[src/rtl/vga_pkg.sv]
// Shared 640x480 VGA timing constants and counter width, used by vga_sync and the renderer.
package vga_pkg;

  localparam int unsigned CntW = 10;

  localparam int unsigned HActive = 640;
  localparam int unsigned HFp     = 16;
  localparam int unsigned HSync   = 96;
  localparam int unsigned HBp     = 48;
  localparam int unsigned VActive = 480;
  localparam int unsigned VFp     = 10;
  localparam int unsigned VSync   = 2;
  localparam int unsigned VBp     = 33;

  localparam int unsigned HTotal     = HActive + HFp + HSync + HBp;
  localparam int unsigned VTotal     = VActive + VFp + VSync + VBp;
  localparam int unsigned HSyncStart = HActive + HFp;
  localparam int unsigned HSyncEnd   = HSyncStart + HSync - 1;
  localparam int unsigned VSyncStart = VActive + VFp;
  localparam int unsigned VSyncEnd   = VSyncStart + VSync - 1;

  // True when lo <= v < lo + len.
  function automatic logic in_window(logic [CntW-1:0] v, int unsigned lo, int unsigned len);
    int unsigned vi;
    vi = 32'(v);
    return (vi >= lo) && (vi < lo + len);
  endfunction

endpackage

[src/rtl/rise_detect.sv]
// Rising-edge detector for a level generated in the clk domain; delay flop resets high.
module rise_detect (
  input  logic clk_i,
  input  logic clr_i,
  input  logic d_i,
  output logic rise_o
);

  logic d_q;

  // Resetting high keeps a level that is already high at release from looking like an edge.
  always_ff @(posedge clk_i) begin
    if (clr_i) begin
      d_q <= 1'b1;
    end else begin
      d_q <= d_i;
    end
  end

  assign rise_o = d_i & ~d_q;

endmodule

[src/rtl/vga_sync.sv]
// VGA timing generator: turns dclk rising edges into pixel strobes and drives counters and syncs.
module vga_sync
  import vga_pkg::*;
#(
  parameter int unsigned H_ACTIVE = HActive,
  parameter int unsigned H_FP     = HFp,
  parameter int unsigned H_SYNC   = HSync,
  parameter int unsigned H_BP     = HBp,
  parameter int unsigned V_ACTIVE = VActive,
  parameter int unsigned V_FP     = VFp,
  parameter int unsigned V_SYNC   = VSync,
  parameter int unsigned V_BP     = VBp
) (
  input  logic            clk,
  input  logic            clr,
  input  logic            dclk,
  output logic            pix_stb,
  output logic [CntW-1:0] hc,
  output logic [CntW-1:0] vc,
  output logic            hsync,
  output logic            vsync,
  output logic            video_on,
  output logic            frame_start
);

  localparam int unsigned HTot = H_ACTIVE + H_FP + H_SYNC + H_BP;
  localparam int unsigned VTot = V_ACTIVE + V_FP + V_SYNC + V_BP;
  localparam logic [CntW-1:0] HLast = CntW'(HTot - 1);
  localparam logic [CntW-1:0] VLast = CntW'(VTot - 1);

  if (HTot > 1024 || VTot > 1024) begin : gen_bad_timing
    $error("vga_sync: line or frame total exceeds the counter range");
  end

  logic tick;

  rise_detect u_rise (
    .clk_i  (clk),
    .clr_i  (clr),
    .d_i    (dclk),
    .rise_o (tick)
  );

  logic [CntW-1:0] hc_q, hc_d, vc_q, vc_d;
  logic            hsync_q, hsync_d, vsync_q, vsync_d;
  logic            video_on_q, video_on_d;
  logic            pix_stb_q, frame_start_q, frame_start_d;

  always_comb begin
    hc_d = hc_q;
    vc_d = vc_q;
    if (tick) begin
      if (hc_q == HLast) begin
        hc_d = '0;
        vc_d = (vc_q == VLast) ? '0 : vc_q + 1'b1;
      end else begin
        hc_d = hc_q + 1'b1;
      end
    end
  end

  // Decode from next-state counters so syncs line up with hc/vc in the same cycle.
  always_comb begin
    hsync_d       = ~in_window(hc_d, H_ACTIVE + H_FP, H_SYNC);
    vsync_d       = ~in_window(vc_d, V_ACTIVE + V_FP, V_SYNC);
    video_on_d    = (32'(hc_d) < H_ACTIVE) && (32'(vc_d) < V_ACTIVE);
    frame_start_d = tick && (hc_d == '0) && (vc_d == '0);
  end

  // Reset parks on the last pixel of a frame so the first tick lands on (0,0).
  always_ff @(posedge clk) begin
    if (clr) begin
      hc_q          <= HLast;
      vc_q          <= VLast;
      hsync_q       <= 1'b1;
      vsync_q       <= 1'b1;
      video_on_q    <= 1'b0;
      pix_stb_q     <= 1'b0;
      frame_start_q <= 1'b0;
    end else begin
      hc_q          <= hc_d;
      vc_q          <= vc_d;
      hsync_q       <= hsync_d;
      vsync_q       <= vsync_d;
      video_on_q    <= video_on_d;
      pix_stb_q     <= tick;
      frame_start_q <= frame_start_d;
    end
  end

  assign pix_stb     = pix_stb_q;
  assign hc          = hc_q;
  assign vc          = vc_q;
  assign hsync       = hsync_q;
  assign vsync       = vsync_q;
  assign video_on    = video_on_q;
  assign frame_start = frame_start_q;

endmodule

[config.mk]
export PLATFORM = sky130hd
export DESIGN_NAME = vga_sync
export DESIGN_NICKNAME = d
export VERILOG_FILES = /design/src/rtl/vga_pkg.sv /design/src/rtl/rise_detect.sv /design/src/rtl/vga_sync.sv
export SDC_FILE = /design/constraint.sdc
export NUM_CORES = 1
export LEC_CHECK = 0
export CAP_MARGIN = 20
export CORE_UTILIZATION = 45
export DETAILED_ROUTE_END_ITERATION = 10
export PLACE_DENSITY = 0.8
export SKIP_LAST_GASP = 1
export SLEW_MARGIN = 20
export SYNTH_ARGS = -nofsm -noshare
export SYNTH_HDL_FRONTEND = slang
export SYNTH_SLANG_ARGS = --single-unit
export TNS_END_PERCENT = 10
[constraint.sdc]
create_clock -name clk -period 2.6 [get_ports clk]
set_input_delay 0.26 -clock clk [delete_from_list [all_inputs] [get_ports clk]]
set_output_delay 0.26 -clock clk [all_outputs]
set_load 0.01 [all_outputs]
==> metrics.txt <==
Final setup viols 0; data required time of the worst path 2.79 ns; Antenna Nets Post-Route 0; clock tree from TritonCTS done; core box area 3420 um2; die extent in y 62.5 um; type of the most critical hold path reg -> reg; drt first pass iters 4; combined area of the multi-input logic cells 1010 um2; CP Launch Type flop; Longest Clk Path Bufs 2; initial antenna violation count 0; Slew Limit Fails 0; Die Footprint 3900 um2; Hold Vio Cnt, Final 0; port bufs 27; RSZ-0062 raised after global routing false; total track usage 21.0%; Filler Cells Inserted 321; FF/Latch Area 520 um2; Syn Nets roughly 210; final period utilization approximately 90%; critical path peak fanout 7; die width approximately 62 um; leakage power of the design 0.725 nW; average wire per cell in the routed design 13.9 um; power consumption 0.823 mW; maximum number of pins on one net before global-route repair 22; power density relative to cell area 419 nW/um2; number of rows in the core area 21; first-pass GRT wire length around 6.6 mm; worst slack, placed approximately 0.12 ns; sequential element share of the synthesized area 31.6%; type of the worst setup path reg -> reg; crit end category flop; post-synth design cell area 1650 um2; WL final 3.75 mm; CTS sink count 26; number of synthesized flops with an enable pin 0; clock-pin slew of the registers on the worst-case setup and hold paths 0.14 ns; DR iter-0 viols 62; layout overhead on the synthesized area 19.5%; achievable clock frequency ~430 MHz; Layout Skew approximately 0.0044 ns; total congestion overflow after global routing 0; Final min period 2.34 ns; distinct cell type count of the synthesized netlist between 50 and 60; cell count after synthesis 200; placed cell count about 270; final standard cell utilization of the core 57.6%; worst ir drop on vdd 0.224 mV; worst-margin pin slew between 0.4 and 0.5 ns; CTS root buffer clkbuf_4; placer congestion estimate 0.897; routed via count divided by cell count ~5.6; Max-Cap Viols 0; vias post-DR about 1.5k; number of nets in the layout ~230; number of setup buffers added after CTS 0; outcome finished, final reports clean; warning count from the yosys run 0; number of DRC violations after detailed routing 0; FFs w/ async S/R, synth 0%; data arrival time at the worst-slack endpoint approximately 2.5 ns; share of final-layout standard cells stronger than drive strength 1 9.82%; Initial Util roughly 48%; via count of the first global-routing pass 1363; Inserted Diodes 0; list of cells traversed by the critical path ha_1 > and4_1 > and4_1 > nand4_1 > xor2_1 > nor4_2 > o2111ai_1; most used cell along the critical path and4_1; Crit path largest cell delay 0.46 ns; Avg Synthesized Cell Area between 8 and 9 um2; Setup TNS 0 ns; Inserted Clock Buffers 3; most used flip-flop cell after synthesis dfxtp_1; post-layout instance count excluding filler cells 270; count of pins on the block boundary 28; deepest level of the CTS H-tree 1; relative max-transition margin between 60% and 70%; synthesized flop and latch total 26; final setup margin 0.255 ns; later-pin clock latency in the skew report 0.32 ns; Max stage delay cell, worst path dfxtp_1; sum of net half-perimeters after detailed placement 2.73 mm
cells in the final DEF (no fill, tap or decap), drive strengths merged, types with 2 or more instances in the layout:
cell / n
clkdlybuf4s50: 27
a211o: 2
nor4: 3
nor3: 11
o211ai: 2
o2111ai: 2
nand3b: 5
and4: 2
or4: 2
nand3: 11
and3: 3
ha: 3
xnor2: 9
xor2: 4
buf: 6
o31ai: 3
nor2b: 2
mux2i: 3
and2: 2
nand2: 13
nand4: 5
nor2: 19
o21ai: 6
and4b: 2
dfxtp: 26
clkbuf: 4
nand2b: 3
inv: 7
a21oi: 14
or2: 5
Yosys cell counts (all sizes together) (3+ instances only):
| master | number | area share, % |
|---|---|---|
| buf | 9 | 4.8 |
| xnor2 | 9 | 4.8 |
| inv | 7 | 1.6 |
| or2 | 5 | 1.9 |
| clkbuf | 4 | 0.91 |
| nand2b | 3 | 1.1 |
| dfxtp | 26 | 32 |
| ha | 3 | 2.3 |
| xor2 | 4 | 2.1 |
| a21oi | 14 | 4.3 |
| nor2 | 19 | 4.3 |
| nand2 | 13 | 3.0 |
| nand3 | 11 | 3.3 |
| and3 | 3 | 1.2 |
| mux2i | 3 | 1.8 |
| nor4 | 3 | 2.1 |
| o21ai | 6 | 2.1 |
| nor3 | 11 | 3.7 |
| nand3b | 5 | 2.3 |
| o31ai | 3 | 1.4 |
| nand4 | 5 | 1.9 |
area by class of cell:
cell class / instances / area share, %
Tap cell: 46 / 2.93
Sequential cell: 26 / 26.5
Multi-Input combinational cell: 154 / 51.4
Clock buffer: 4 / 1.84
Timing Repair Buffer: 33 / 16.0
Inverter: 7 / 1.34
flip-flops by register name, summed over array words and instances (netlist names):
register and flops:
u_rise.d_q 1, pix_stb 1, hsync 1, frame_start 1, vsync 1, vc 10
video_on 1, hc 10
critical path: cells and delay by family (launching register included):
family / cells / cell delay [ns]
XOR/XNOR: 1 / 0.19
flip-flops: 1 / 0.46
adder cells (fa/ha/maj): 1 / 0.30
AO/OA/AOI/OAI: 1 / 0.19
AND/OR/NAND/NOR: 4 / 1.07
worst paths after layout:
| check | start | end | slack (ns) | cells past startpoint |
|---|---|---|---|---|
| worst max-delay path | hc[0] | vsync | 0.26 | 7 |
| worst min-delay path | vc[1] | vc[1] | 0.54 | 2 |
| worst max register to register | hc[0] | vsync | 0.26 | 7 |
| worst min register to register | vc[1] | vc[1] | 0.54 | 2 |
what timing repair did:
action | 4_1_cts | 5_1_grt
gates resized for setup | 0 | 1
endpoints found under the setup margin | 0 | 1
hold buffers | 0 | 0
routing by layer:
layer  wire length [um]  GRT usage, %
met5                  0             0
met2               1630          31.4
met4                 62          9.01
met1               1900          30.3
met3                154          2.37
cells by family after synthesis:
kind of cell,Yosys count,synth area share [%]
mux,3,1.83
buf+inv,20,7.30
fa+ha+maj,3,2.28
xor+xnor,13,6.92
simple gates,95,34.0
flops,26,31.6
compound gates,40,16.0
report_power, final:
| part | switching (mW) | total, mW | internal, mW | leakage [nW] |
|---|---|---|---|---|
| Combinational | 0.0970 | 0.182 | 0.0853 | 0.493 |
| Clock | 0.121 | 0.206 | 0.0857 | 0.0210 |
| Sequential | 0.0231 | 0.434 | 0.411 | 0.211 |
| Total | 0.241 | 0.823 | 0.582 | 0.725 |
metrics by stage:
step           hold slack, ns  instance area (um2)
4_1_cts                 0.546                 1960
6_report                0.542                 1970
5_1_grt                 0.571                 1970
3_3_place_gp            0.517                 1920
2_1_floorplan           0.364                 1650
3_5_place_dp            0.526                 1920
Power figures use the tool's default switching activity.
